<file path="config.mk">
export PLATFORM = sky130hd
export DESIGN_NAME = aw_burst_engine_flat
export DESIGN_NICKNAME = d
export VERILOG_FILES = /design/src/rtl/aw_burst_if.sv /design/src/rtl/aw_burst_engine.sv /design/src/flat_wrapper.sv
export SDC_FILE = /design/constraint.sdc
export NUM_CORES = 1
export LEC_CHECK = 0
export CAP_MARGIN = 15
export CORE_MARGIN = 5
export CORE_UTILIZATION = 36
export CTS_BUF_LIST = sky130_fd_sc_hd__clkbuf_4
export DETAILED_ROUTE_END_ITERATION = 6
export PLACE_DENSITY = 0.62
export SLEW_MARGIN = 40
export SYNTH_ARGS = -nofsm -noshare
export SYNTH_HDL_FRONTEND = slang
export SYNTH_SLANG_ARGS = --single-unit
</file>
<file path="constraint.sdc">
create_clock -name clk_i -period 2.93 [get_ports clk_i]
set_clock_uncertainty 0.05 [all_clocks]
set_input_delay 0.586 -clock clk_i [delete_from_list [all_inputs] [get_ports clk_i]]
set_output_delay 0.586 -clock clk_i [all_outputs]
set_load 0.01 [all_outputs]
</file>
<file path="src/rtl/aw_burst_if.sv">
// AXI4 write-address channel bundle shared by the burst engine and its slave.
interface aw_burst_if #(
  parameter int unsigned ADDR_WIDTH = 64,
  parameter int unsigned ID_WIDTH   = 4
);
  logic                  awvalid;
  logic                  awready;
  logic [ADDR_WIDTH-1:0] awaddr;
  logic [7:0]            awlen;
  logic [2:0]            awsize;
  logic [1:0]            awburst;
  logic [ID_WIDTH-1:0]   awid;

  modport master (
    output awvalid, awaddr, awlen, awsize, awburst, awid,
    input  awready
  );

  modport slave (
    input  awvalid, awaddr, awlen, awsize, awburst, awid,
    output awready
  );
endinterface

</file>
<file path="src/rtl/aw_burst_engine.sv">
// AXI4 write-address engine: splits a (start_addr, btt) request into INCR bursts that never
// cross a 4 KB page, limits in-flight bursts with a B-response credit counter and can lock-step
// AW issue with the W data engine.
module aw_burst_engine #(
  parameter int unsigned AXI_ADDR_WIDTH                  = 64,
  parameter int unsigned AXI_DATA_WIDTH                  = 512,
  parameter int unsigned AXI_MAX_AWLEN                   = 64,
  parameter int unsigned AXI_ID_WIDTH                    = 4,
  parameter int unsigned AXI_ID                          = 0,
  parameter logic [AXI_ADDR_WIDTH-1:0] AXI_ADDR_OFFSET   = '0,
  parameter int unsigned INTERNAL_ADDR_WIDTH             = 32,
  parameter int unsigned BTT_WIDTH                       = 24,
  parameter bit          SYNC_AW_W                       = 1'b0,
  parameter int unsigned MAX_OUTSTANDING                 = 8
) (
  input  logic                           clk_i,
  input  logic                           rst_i,
  input  logic                           start_i,
  input  logic [INTERNAL_ADDR_WIDTH-1:0] start_addr_i,
  input  logic [BTT_WIDTH-1:0]           btt_i,
  input  logic                           enable_i,
  input  logic                           writer_fifo_empty_i,
  input  logic                           write_zero_i,
  input  logic                           w_sync_i,
  input  logic                           b_done_i,
  output logic                           busy_o,
  output logic                           done_o,
  output logic                           new_transaction_o,
  output logic                           last_transaction_o,
  output logic                           aw_sync_o,
  aw_burst_if.master                     aw
);

  localparam int unsigned Bytes   = AXI_DATA_WIDTH / 8;
  localparam int unsigned OffBits = $clog2(Bytes);
  localparam int unsigned AddrW   = INTERNAL_ADDR_WIDTH;
  localparam int unsigned RemW    = BTT_WIDTH + 1;
  localparam int unsigned OutW    = $clog2(MAX_OUTSTANDING + 1);

  typedef enum logic [2:0] {StIdle, StWait1, StSendAw, StWSync, StDrain} state_e;

  state_e            state_q, state_d;
  logic [AddrW-1:0]  addr_q, addr_d;
  logic [RemW-1:0]   rem_q, rem_d;
  logic [8:0]        beats_q, beats_d;
  logic [OutW-1:0]   out_q, out_d;

  logic        awvalid;
  logic        hs;
  logic        last;
  logic        b_dec;
  logic        data_ok;
  logic        can_issue;
  logic [12:0] page_beats;
  logic [31:0] cap;

  assign hs         = awvalid && aw.awready;
  assign last       = (RemW'(beats_q) == rem_q);
  // Beats left before the next 4 KB page; the address is always beat-aligned.
  assign page_beats = (13'd4096 - {1'b0, addr_q[11:0]}) >> OffBits;
  assign data_ok    = !SYNC_AW_W || !writer_fifo_empty_i || write_zero_i;
  assign can_issue  = enable_i && (out_q < OutW'(MAX_OUTSTANDING)) && data_ok;
  // A B response with nothing in flight is stale and must not underflow the counter.
  assign b_dec      = b_done_i && (out_q != '0);

  // Burst length: smallest of remaining beats, AXI cap and room left in the page.
  always_comb begin
    cap = 32'(AXI_MAX_AWLEN);
    if (32'(page_beats) < cap) cap = 32'(page_beats);
    if (32'(rem_q) < cap)      cap = 32'(rem_q);
  end

  // Credit counter: one per accepted AW, returned by each B response.
  always_comb begin
    out_d = out_q;
    if (hs && !b_dec)      out_d = out_q + OutW'(1);
    else if (!hs && b_dec) out_d = out_q - OutW'(1);
  end

  // Request FSM next-state, address/remaining bookkeeping and handshake outputs.
  always_comb begin
    state_d = state_q;
    addr_d  = addr_q;
    rem_d   = rem_q;
    beats_d = beats_q;
    awvalid = 1'b0;
    done_o  = 1'b0;
    case (state_q)
      StIdle: begin
        if (start_i) begin
          addr_d  = start_addr_i & ~AddrW'(Bytes - 1);
          rem_d   = ({1'b0, btt_i} + RemW'(Bytes - 1)) >> OffBits;
          state_d = (btt_i == '0) ? StDrain : StWait1;
        end
      end
      StWait1: begin
        beats_d = 9'(cap);
        if (can_issue) state_d = StSendAw;
      end
      StSendAw: begin
        awvalid = 1'b1;
        if (aw.awready) begin
          addr_d = addr_q + (AddrW'(beats_q) << OffBits);
          rem_d  = rem_q - RemW'(beats_q);
          if (last)                        state_d = StDrain;
          else if (SYNC_AW_W && !w_sync_i) state_d = StWSync;
          else                             state_d = StWait1;
        end
      end
      StWSync: begin
        if (w_sync_i) state_d = StWait1;
      end
      StDrain: begin
        if (out_d == '0) begin
          done_o  = 1'b1;
          state_d = StIdle;
        end
      end
      default: state_d = StIdle;
    endcase
  end

  // State registers with synchronous reset; in-flight credits are dropped on reset.
  always_ff @(posedge clk_i) begin
    if (rst_i) begin
      state_q <= StIdle;
      addr_q  <= '0;
      rem_q   <= '0;
      beats_q <= '0;
      out_q   <= '0;
    end else begin
      state_q <= state_d;
      addr_q  <= addr_d;
      rem_q   <= rem_d;
      beats_q <= beats_d;
      out_q   <= out_d;
    end
  end

  assign busy_o             = (state_q != StIdle);
  assign new_transaction_o  = hs;
  assign last_transaction_o = (state_q == StSendAw) && last;
  assign aw_sync_o          = hs || (state_q == StWSync);

  assign aw.awvalid = awvalid;
  assign aw.awaddr  = AXI_ADDR_OFFSET | AXI_ADDR_WIDTH'(addr_q);
  assign aw.awlen   = 8'(beats_q - 9'd1);
  assign aw.awsize  = 3'(OffBits);
  assign aw.awburst = 2'b01;
  assign aw.awid    = AXI_ID_WIDTH'(AXI_ID);

endmodule

</file>
<file path="src/flat_wrapper.sv">
// flat-port wrapper written by rule: the top's interface ports become plain ports
module aw_burst_engine_flat 
#(
  parameter int unsigned AXI_ADDR_WIDTH                  = 64,
  parameter int unsigned AXI_DATA_WIDTH                  = 512,
  parameter int unsigned AXI_MAX_AWLEN                   = 64,
  parameter int unsigned AXI_ID_WIDTH                    = 4,
  parameter int unsigned AXI_ID                          = 0,
  parameter logic [AXI_ADDR_WIDTH-1:0] AXI_ADDR_OFFSET   = '0,
  parameter int unsigned INTERNAL_ADDR_WIDTH             = 32,
  parameter int unsigned BTT_WIDTH                       = 24,
  parameter bit          SYNC_AW_W                       = 1'b0,
  parameter int unsigned MAX_OUTSTANDING                 = 8
)
  (clk_i, rst_i, start_i, start_addr_i, btt_i, enable_i, writer_fifo_empty_i, write_zero_i, w_sync_i, b_done_i, busy_o, done_o, new_transaction_o, last_transaction_o, aw_sync_o, aw_awvalid, aw_awaddr, aw_awlen, aw_awsize, aw_awburst, aw_awid, aw_awready);
  aw_burst_if #(.ADDR_WIDTH(64), .ID_WIDTH(4)) aw_i ();
  input  logic clk_i;
  input  logic rst_i;
  input  logic start_i;
  input  logic [INTERNAL_ADDR_WIDTH-1:0] start_addr_i;
  input  logic [BTT_WIDTH-1:0] btt_i;
  input  logic enable_i;
  input  logic writer_fifo_empty_i;
  input  logic write_zero_i;
  input  logic w_sync_i;
  input  logic b_done_i;
  output logic busy_o;
  output logic done_o;
  output logic new_transaction_o;
  output logic last_transaction_o;
  output logic aw_sync_o;
  output wire logic [$bits(aw_i.awvalid)-1:0] aw_awvalid;
  output wire logic [$bits(aw_i.awaddr)-1:0] aw_awaddr;
  output wire logic [$bits(aw_i.awlen)-1:0] aw_awlen;
  output wire logic [$bits(aw_i.awsize)-1:0] aw_awsize;
  output wire logic [$bits(aw_i.awburst)-1:0] aw_awburst;
  output wire logic [$bits(aw_i.awid)-1:0] aw_awid;
  input wire logic [$bits(aw_i.awready)-1:0] aw_awready;
  assign aw_awvalid = aw_i.awvalid;
  assign aw_awaddr = aw_i.awaddr;
  assign aw_awlen = aw_i.awlen;
  assign aw_awsize = aw_i.awsize;
  assign aw_awburst = aw_i.awburst;
  assign aw_awid = aw_i.awid;
  assign aw_i.awready = aw_awready;
  aw_burst_engine #(.AXI_ADDR_WIDTH(AXI_ADDR_WIDTH), .AXI_DATA_WIDTH(AXI_DATA_WIDTH), .AXI_MAX_AWLEN(AXI_MAX_AWLEN), .AXI_ID_WIDTH(AXI_ID_WIDTH), .AXI_ID(AXI_ID), .AXI_ADDR_OFFSET(AXI_ADDR_OFFSET), .INTERNAL_ADDR_WIDTH(INTERNAL_ADDR_WIDTH), .BTT_WIDTH(BTT_WIDTH), .SYNC_AW_W(SYNC_AW_W), .MAX_OUTSTANDING(MAX_OUTSTANDING)) u_core (.clk_i(clk_i), .rst_i(rst_i), .start_i(start_i), .start_addr_i(start_addr_i), .btt_i(btt_i), .enable_i(enable_i), .writer_fifo_empty_i(writer_fifo_empty_i), .write_zero_i(write_zero_i), .w_sync_i(w_sync_i), .b_done_i(b_done_i), .busy_o(busy_o), .done_o(done_o), .new_transaction_o(new_transaction_o), .last_transaction_o(last_transaction_o), .aw_sync_o(aw_sync_o), .aw(aw_i));
endmodule
</file>
# == After elaboration in Yosys (flattened, before gate mapping) ==
# Cells that the tools add are included.
# op_classes
n_eq_ne,10
magnitude_cmp,3
n_mux,21
add_sub_neg,7
reduce_logical,17
# ops
op,count
two-way mux 32 bit,2
case mux 32 bit (2 select lines),1
two-way mux 25 bit,2
case mux 25 bit (2 select lines),1
adder 32 x 15 -> 32 bit,1
adder 24 x 6 -> 25 bit (second input constant),1
equality test 9 x 25 -> 1 bit,1
less-than comparator 25 x 7 -> 1 bit,1
subtractor 25 x 9 -> 25 bit,1
zero test 24 bit,1
two-way mux 3 bit,7
case mux 3 bit (5 select lines),1
subtractor 13 x 12 -> 13 bit (first input constant),1
two-way mux 9 bit,1
two-way mux 4 bit,2
subtractor 8 x 1 -> 8 bit (second input constant),1
less-than comparator 7 bit (second input constant),1
two-way mux 7 bit,1
equality test 3 x 2 -> 1 bit (second input constant),2
logical AND 1 bit,6
!= test 2 bit (second input constant),3
AND reduction 5 bit,1
adder 4 x 1 -> 4 bit (second input constant),1
zero test 4 bit,1
13 further kinds,17
# totals
inputBits,65
register_bits,73
output_inout_bits,87

# == Logic depth before layout (Yosys ltp) ==
# Gate-level depths: netlist of run 1.
# logic_depth
word_depth,10
mapped_depth,13
mapped_depth_nobuf,12

# == Worst setup path after synthesis of run 1 ==
# OpenSTA, ideal clock, no wires.
# synth_timing
path_kind,reg2reg
from,register u_core.addr_q[6]
to,register u_core.beats_q[5]
required_time_ps,2774
setup_ps,106
synth_period_minus_slack_ps,2774
slack_ps,156
arrival_time_ps,2618
stages_incl_launch_ff,12
cell_sequence,dfxtp_1 -> inv_1 -> ha_1 -> o21bai_1 -> a21oi_1 -> a41oi_1 -> ha_1 -> a21o_1 -> a221oi_1 -> o211ai_2 -> or4b_1 -> o311ai_0
# synth_via
elab_chain_cells,5
# synth_rtl
element,line,text
"start, declared",aw_burst_engine.sv:43,"logic [AddrW-1:0] addr_q, addr_d;"
"start signal, assigned",aw_burst_engine.sv:133,addr_q <= addr_d;
subtractor 13 x 12 -> 13 bit *,aw_burst_engine.sv:60,"assign page_beats = (13'd4096 - {1'b0, addr_q[11:0]}) >> OffBits;"
less-than comparator 7 bit,aw_burst_engine.sv:69,if (32'(page_beats) < cap) cap = 32'(page_beats);
two-way mux 7 bit *,aw_burst_engine.sv:69,
less-than comparator 25 x 7 -> 1 bit,aw_burst_engine.sv:70,if (32'(rem_q) < cap) cap = 32'(rem_q);
two-way mux 9 bit *,aw_burst_engine.sv:70,
"end signal, assigned",aw_burst_engine.sv:135,beats_q <= beats_d;
"end, declared",aw_burst_engine.sv:45,"logic [8:0] beats_q, beats_d;"
# Mark *: on every way between the ends. The rest lies on a longest branch, timed or not.
# A chain may end at the register's enable or synchronous reset.

# == Final worst setup path of run 1 ==
# layout_timing
from,register u_core.out_q[0]
to,output port done_o
# layout_via
elab_chain_cells,8
word_cells_on_any_way,12
classes_between,2 x add/sub; 4 x mux; 6 x reduce/logical
# layout_rtl
element,line,text
"start, declared",aw_burst_engine.sv:46,"logic [OutW-1:0] out_q, out_d;"
"start signal, assigned",aw_burst_engine.sv:136,out_q <= out_d;
branches (longest 4 deep; another with subtractor 4 x 1 -> 4 bit),n/a,
two-way mux 4 bit *,aw_burst_engine.sv:76,if (hs && !b_dec) out_d = out_q + OutW'(1);
zero test 4 bit *,aw_burst_engine.sv:114,if (out_d == '0) begin
two-way mux 1 bit *,aw_burst_engine.sv:114,
two-way mux 1 bit *,aw_burst_engine.sv:88,case (state_q)
"end, declared",flat_wrapper.sv:28,output logic done_o;
# Every way passes the cells marked *.

==> results of run 1 <==
## worst min-delay path by stage
stage                            from           endpoint  cells after the start
finish              u_core.beats_q[8]  u_core.beats_q[8]                      2
global route        u_core.beats_q[8]  u_core.beats_q[8]                      2
CTS                 u_core.beats_q[8]  u_core.beats_q[8]                      2
detailed placement  u_core.beats_q[8]  u_core.beats_q[8]                      2
global placement    u_core.beats_q[8]  u_core.beats_q[8]                      2
floorplan           u_core.beats_q[8]  u_core.beats_q[8]                      2
## routing by layer
| layer | GRT usage, % | wire length (um) | vias to the layer above |
|---|---|---|---|
| met5 | 0 | 0 | - |
| met4 | 5.89 | 337 | 0 |
| met3 | 3.13 | 1020 | 29 |
| met2 | 31.5 | 8200 | 195 |
| met1 | 26.7 | 8460 | 2800 |
| li1 | - | - | 2963 |
## cell usage in the layout, fill, tap and decap left out, types with 10 or more instances in the layout
cell type / n
inv_2: 13
inv_1: 14
ha_4: 10
nand2_1: 65
a211oi_1: 18
o211ai_1: 15
dfxtp_1: 54
nor3_1: 39
xor2_1: 14
nor4_1: 13
nor2_1: 66
xnor2_1: 25
and3_1: 14
nand4_1: 11
buf_4: 100
ha_1: 19
nand3_1: 31
dfxtp_2: 13
conb_1: 47
clkdlybuf4s50_1: 91
clkbuf_4: 10
o21ai_0: 31
a21oi_1: 31
## worst max-delay path: stages, from the launching register on
cell and delay [ns]:
dfxtp_2 0.34, inv_2 0.07, ha_4 0.13, or3b_4 0.38, and3_4 0.20, or4_4 0.48
o31ai_2 0.07, o211ai_1 0.15, nor2_1 0.11, buf_2 0.14
## registers in the layout, indices dropped and copies added, names as in the netlist
name            cells
u_core.state_q      3
u_core.out_q        4
u_core.beats_q      9
u_core.rem_q       25
u_core.addr_q      26
## power groups by stage
| stage | combinational, uW | clock (uW) | sequential [uW] |
|---|---|---|---|
| after floorplan | 2650 | 0 | 1470 |
| final | 5350 | 747 | 1420 |
| after global routing | 5840 | 800 | 1460 |
| after CTS | 5150 | 760 | 1410 |
| after global placement | 4650 | 0 | 1390 |
| after detailed placement | 4650 | 0 | 1390 |
## cell families (layout without fill, tap and decap cells)
group / Yosys count / after routing
flops: 67 / 67
buf+inv: 106 / 246
fa+ha+maj: 31 / 31
compound gates: 176 / 176
other cells: 2 / 48
xor+xnor: 39 / 39
simple gates: 302 / 302
mux: 7 / 7
## final cells by class
type,instances,area (um2)
fillers,1526,7450
inverters,28,105
flip-flops and latches,67,1360
diodes,1,2.50
clock inverters,6,90.1
clock buffers,10,75.1
repair buffers,202,1770
well taps,188,235
multi-input cells,602,4010
## repair_timing
action	4_1_cts	5_1_grt
endpoints found under the setup margin	3	12
hold buffers	0	0
buffers inserted	11	5
resized for setup	58	22
pin swaps	16	14
## metrics by stage
stage                     util, %  setup TNS (ns)  cell area [um2]
after floorplan                 -               0             5680
after global placement       47.0          -0.721             7090
after detailed placement     47.0          -0.790             7090
after CTS                    49.9          -0.442             7530
after global routing         50.6          -0.597             7640
final                        50.6          -0.317             7640
==> metrics.md, run 1 <==
| Metric | Value |
|---|---|
| Outcome | finished with violations |
| Failing checks | setup timing |
| Synthesized cell area | ~0.0055 mm2 |
| Main flop type after synthesis | dfxtp_1 |
| Initial core utilization | a little over a third |
| Most common cell in the netlist | dfxtp_1 |
| Post-synthesis simple-gate area fraction | approximately 28% |
| CP max FO | 3 |
| FFs w/ async S/R, synth | 0% |
| Final Total Pwr | about 7500 uW |
| Final wirelength | around 18000 um |
| Fmax | 0.317 GHz |
| Largest net degree at the start of global routing | 29 |
| PnR worst setup slack | -0.221 ns |
| PortBufs | 96 |
| VDD IR max | roughly 0.3 mV |
| Avg WL per Cell | around 16 um |
| Layout area overhead | 38.6% |
| Worst Path Required | approximately 2.3 ns |
| Non-Filler Instances | around 1100 |
| Clock transition at the registers of the reported paths | about 0.14 ns |
| Clk pwr share | between 9 and 10% |
| H-Tree Depth | 3 |
| Gr ovfl total | 0 |
| Core ar. | 0.0151 mm2 |
| Hpwl dp | 13500 um |
| Final Max Slew Viols | 0 |
| Number of synthesized flops with an enable pin | 0 |
| Dpl ws | -0.664 ns |
| Placed Cells incl. Taps | roughly 1100 |
| Crit Path Category | flip-flop to output pin |
| Gate count of the mapped netlist | 730 |
| Die area | 0.0179 mm2 |
| Crit path time final | roughly 3.2 ns |
| Number of global-route vias before repair | roughly 5700 |
| Vias per cell | between 5 and 6 |
| Pleak | roughly 0.0030 uW |
| DIE HEIGHT | 134 um |
| Adder-cell area share of the yosys netlist | 7.31% |
| Synth Area in XOR/XNOR | under 10% |
| Area leader, netlist | dfxtp_1 |
| RR Endpoint | u_core.state_q[2] |
| Nets | a little over 1000 |
| Reg2reg setup slack | around 0.080 ns |
| Routability congestion estimate | around 0.9 |
| RSZ-0062 raised after global routing | true |
| Commonest cells in the netlist | dfxtp_1 (67), nand2_1 (66), nor2_1 (66), buf_4 (47), nor3_1 (41) |
| Share of cells above drive strength 1 | roughly 22% |
| Inserted Clock Buffers | 9 |
| Synthesis-stage register bit count | 67 |
| Compound-Gate Fraction of Synth Area | 22.1% |
| Antenna Nets Post-Route | 0 |
| Switch share | a little over two fifths |
| Internal power component | ~4200 uW |
| R2r worst-path depth | 15 |
| Crit path to | done_o |
| CTS sink count | 67 |
| Max_cap viols | 0 |
| Hold WS | ~0.43 ns |
| First-pass GRT wire length | 28700 um |
| Tcrit/Tclk final | 108% |
| Final Setup Violations | 2 |
| Critical Path End Type | output pin |
| CP startpoint kind | flip-flop |
| Root buf cell | clkbuf_4 |
| Worst relative slew slack | 56.8% |
| Synth top area cells | dfxtp_1 (24%), ha_1 (6.6%), buf_4 (6.4%), nand2_1 (4.5%), nor2_1 (4.5%) |
| Area fraction of the dominant cell type after synthesis | ~24% |
| Worst min path class | flip-flop to flip-flop |
| Initial antenna violation count | 1 |
| TritonCTS clock tree | done |
| # DRC | 0 |
| Die X | 134 um |
| Reg-to-reg startpoint | u_core.out_q[0] |
| Final count of hold timing violations | 0 |
| Post-synthesis mux area share | approximately 1.4% |
| Synthesized area per cell | 7.55 um2 |
| Worst-Margin Slew | between 0.6 and 0.7 ns |
| Top-Level Pins | 152 |
| Yosys Warn Count | 0 |
| Rows | between 40 and 50 |
| Power per cell area | just under 1000 mW/mm2 |
| Gr usage total | around a fifth |
| Number of DRC markers in iteration 0 | approximately 520 |
| Comb power frac | roughly 71% |
| Seq/Total Area, Yosys | about 24% |
| Seq pwr share | between 10% and 20% |
| Synth unique cells | 75 |
| DR pass1 iterations | 5 |
| Sw power | between 3000 and 4000 uW |
| Arr. time, crit path | 2.52 ns |
| Largest family of logic cells by synthesized area | simple AND/OR/NAND/NOR gates |
| Worst skew pair latency | 0.46 ns |
| Vias | around 6000 |
| Clock tree buffer depth | 2 |
| Crit path from | u_core.out_q[0] |
Note: power is estimated with default switching activity, not from simulation.
==> inputs of run 2 (changes only) <==
--- a/config.mk
+++ b/config.mk
@@ -10,6 +10,7 @@
 export CORE_UTILIZATION = 36
 export CTS_BUF_LIST = sky130_fd_sc_hd__clkbuf_4
 export DETAILED_ROUTE_END_ITERATION = 6
+export MAX_ROUTING_LAYER = met4
 export PLACE_DENSITY = 0.62
 export SLEW_MARGIN = 40
 export SYNTH_ARGS = -nofsm -noshare
==> run 2 against run 1 <==
  * The flow still finishes with violations (setup timing)
  * Via count barely moved
  * Clock-buffer cell count increased by 1
  * Combinational power decreased by 1%
  * Sequential share of layout area up 0.066 points
  * Non-clock buffer count increased by 5
  * Maximum frequency decreased by 2.0%
  * First-iteration DRC count fell by 0.39%
  * Setup slack lost 0.064 ns
  * Cell count grew 0.45%
  * Worst hold slack better by 0.0063 ns
  * Global-route usage increased by 1.0 points
  * Wire length increased by 0.43%
  * Critical endpoint unchanged
  * Highest routed layer unchanged
==> metrics.md, run 2 (synthesis results as in run 1) <==
| Metric | Value |
|---|---|
| Critical Path End Type | output pin |
| R2r worst-path depth | 12 (-3) |
| Worst-Margin Slew | 0.669 ns (+0.0242 ns) |
| Hold WS | 0.439 ns (+0.00625 ns) |
| Failing checks | setup timing |
| Crit Path Category | flip-flop to output pin |
| RSZ-0062 raised after global routing | true |
| Final wirelength | 18100 um (+0.43%) |
| Number of DRC markers in iteration 0 | 514 (-0.39%) |
| Crit path time final | 3.21 ns (+0.0637 ns) |
| Antenna Nets Post-Route | 0 (unchanged) |
| PortBufs | 96 (unchanged) |
| Nets | 1011 (+0.50%) |
| Inserted Clock Buffers | 9 (unchanged) |
| TritonCTS clock tree | done |
| Placed Cells incl. Taps | 1077 (+0.37%) |
| Vias per cell | 5.40 (-0.40%) |
| Hpwl dp | 13600 um (+0.56%) |
| Final Cell Area | 0.00762 mm2 (-0.28%) |
| Post-DP Area | 0.00712 mm2 (+0.42%) |
| Clock transition at the registers of the reported paths | 0.13 ns (about the same) |
| H-Tree Depth | 3 (unchanged) |
| Dpl ws | -0.537 ns (+0.128 ns) |
| Die area | 0.0179 mm2 (unchanged) |
| Worst skew pair latency | 0.46 ns (about the same) |
| Initial core utilization | 36.5% (unchanged) |
| Max_cap viols | 0 (unchanged) |
| Non-Filler Instances | 1109 (+0.45%) |
| # fillers | 1509 (-1.1%) |
| Largest register FFs | 26 (unchanged) |
| Reg-to-reg startpoint | u_core.addr_q[7] |
| Arr. time, crit path | 2.58 ns (+0.06 ns) |
| Final Setup Violations | 2 (unchanged) |
| DIE HEIGHT | 134 um (unchanged) |
| First-pass GRT wire length | 29000 um (+1.2%) |
| DR pass1 iterations | 5 (unchanged) |
| CTS sink count | 67 (unchanged) |
| RR Endpoint | u_core.beats_q[5] |
| Avg WL per Cell | 16.3 um (about the same) |
| Vias | 5990 (+0.050%) |
| Fmax | 0.311 GHz (-2.0%) |
| Gr ovfl total | 0 (unchanged) |
| CP startpoint kind | flip-flop |
| Final Max Slew Viols | 0 (unchanged) |
| Power per cell area | 961 mW/mm2 (-2.3%) |
| Largest net degree at the start of global routing | 29 (unchanged) |
| Routability congestion estimate | 0.915 (+1.6%) |
| Pleak | 0.00304 uW (+0.37%) |
| Worst Path Required | 2.29 ns (about the same) |
| Worst relative slew slack | 55.2% (-1.6 points) |
| Cts hold-fix bufs | 0 (unchanged) |
| Rows | 45 (unchanged) |
| Die X | 134 um (unchanged) |
| Outcome | finished with violations |
| Hold EP | u_core.beats_q[8] |
| Gr usage total | 20.5% (+1.0 points) |
| Number of global-route vias before repair | 5632 (-0.67%) |
| Commonest non-fill, non-tap cells in the layout | buf_4 (110), clkdlybuf4s50_1 (92), nor2_1 (66) |
| Layout area overhead | 38.2% |
| Clock tree buffer depth | 2 (unchanged) |
| Hold depth | 2 (unchanged) |
| Final count of hold timing violations | 0 (unchanged) |
| Worst min path class | flip-flop to flip-flop |
| Reg2reg setup slack | 0.08 ns (about the same) |
| VDD IR max | 0.292 mV (-2.3%) |
| Core ar. | 0.0151 mm2 (unchanged) |
| Most common cell after layout, fill and taps aside | buf_4 |
| Top flop regs | u_core.addr_q x26, u_core.rem_q x25, u_core.beats_q x9 |
| PnR worst setup slack | -0.285 ns (-0.0637 ns) |
| CP max FO | 3 (unchanged) |
| Top reg by flops | u_core.addr_q |
| Tcrit/Tclk final | 110% (+2.2 points) |
| Worst hold start | u_core.beats_q[8] |
| Top-Level Pins | 152 (unchanged) |
| Share of cells above drive strength 1 | 21.8% (+0.099 points) |
| Root buf cell | clkbuf_4 |
| # DRC | 0 (unchanged) |
| Initial antenna violation count | 1 (unchanged) |
-- run 2: worst max-delay path by stage --
stage                           startpoint           endpoint
after floorplan           u_core.addr_q[6]  u_core.beats_q[5]
after global placement          aw_awready             done_o
after detailed placement        aw_awready             done_o
after CTS                  u_core.out_q[1]             done_o
after global routing       u_core.out_q[0]             done_o
final                      u_core.out_q[0]             done_o
-- run 2: metal layers --
metal / part of all wire (%) / GRT usage, % / vias up
li1: - / - / 2987
met1: 47 / 27.2 / 2807
met2: 46 / 32.2 / 173
met3: 5.7 / 3.17 / 23
met4: 1.5 / 6.17 / 0
met5: 0 / - / -
-- run 2: through the flow --
step           utilization [%]  power, uW  TNS (ns)
6_report                  50.5       7320    -0.369
5_1_grt                   50.5       7930    -0.640
4_1_cts                   49.3       7010    -0.381
3_5_place_dp              47.2       6070    -0.656
3_3_place_gp              47.2       6050    -0.616
2_1_floorplan                -       4120         0
-- run 2: layout make-up --
type                    instances  area (um2)  share of cell area [%]
diodes                          1        2.50                  0.0328
clock buffers                  11        82.6                    1.08
inverters                      28         105                    1.38
repair buffers                207        1790                    23.5
clock inverters                 5        53.8                   0.706
flip-flops and latches         67        1360                    17.8
multi-input cells             602        4000                    52.4
well taps                     188         235                    3.09
-- run 2: timing repair --
action	in CTS	in global routing
gates resized for setup	42	30
buffers inserted	8	7
pin swaps	11	15
hold endpoints to repair	0	0
setup endpoints to repair	3	9
-- run 2: critical path, stage by stage (launching register included) --
cell and delay, ns:
dfxtp_2 0.34, inv_2 0.07, ha_4 0.13, or3b_4 0.38
and3_4 0.20, buf_4 0.13, a22oi_2 0.19, xor2_1 0.26
o211ai_1 0.18, nor2_1 0.11, buf_2 0.13
-- run 2: where the power goes --
group	switching, uW	total [uW]	internal, uW
combinational	2640	5270	2620
clock	378	653	275
sequential	224	1400	1180
==> inputs of run 3 (changes only) <==
--- a/config.mk
+++ b/config.mk
@@ -10,6 +10,7 @@
 export CORE_UTILIZATION = 36
 export CTS_BUF_LIST = sky130_fd_sc_hd__clkbuf_4
 export DETAILED_ROUTE_END_ITERATION = 6
+export HOLD_SLACK_MARGIN = 0.02
 export MAX_ROUTING_LAYER = met4
 export PLACE_DENSITY = 0.62
 export SLEW_MARGIN = 40
==> results of run 3 <==
Final layout, timing and power as in run 2 (identical DEF).
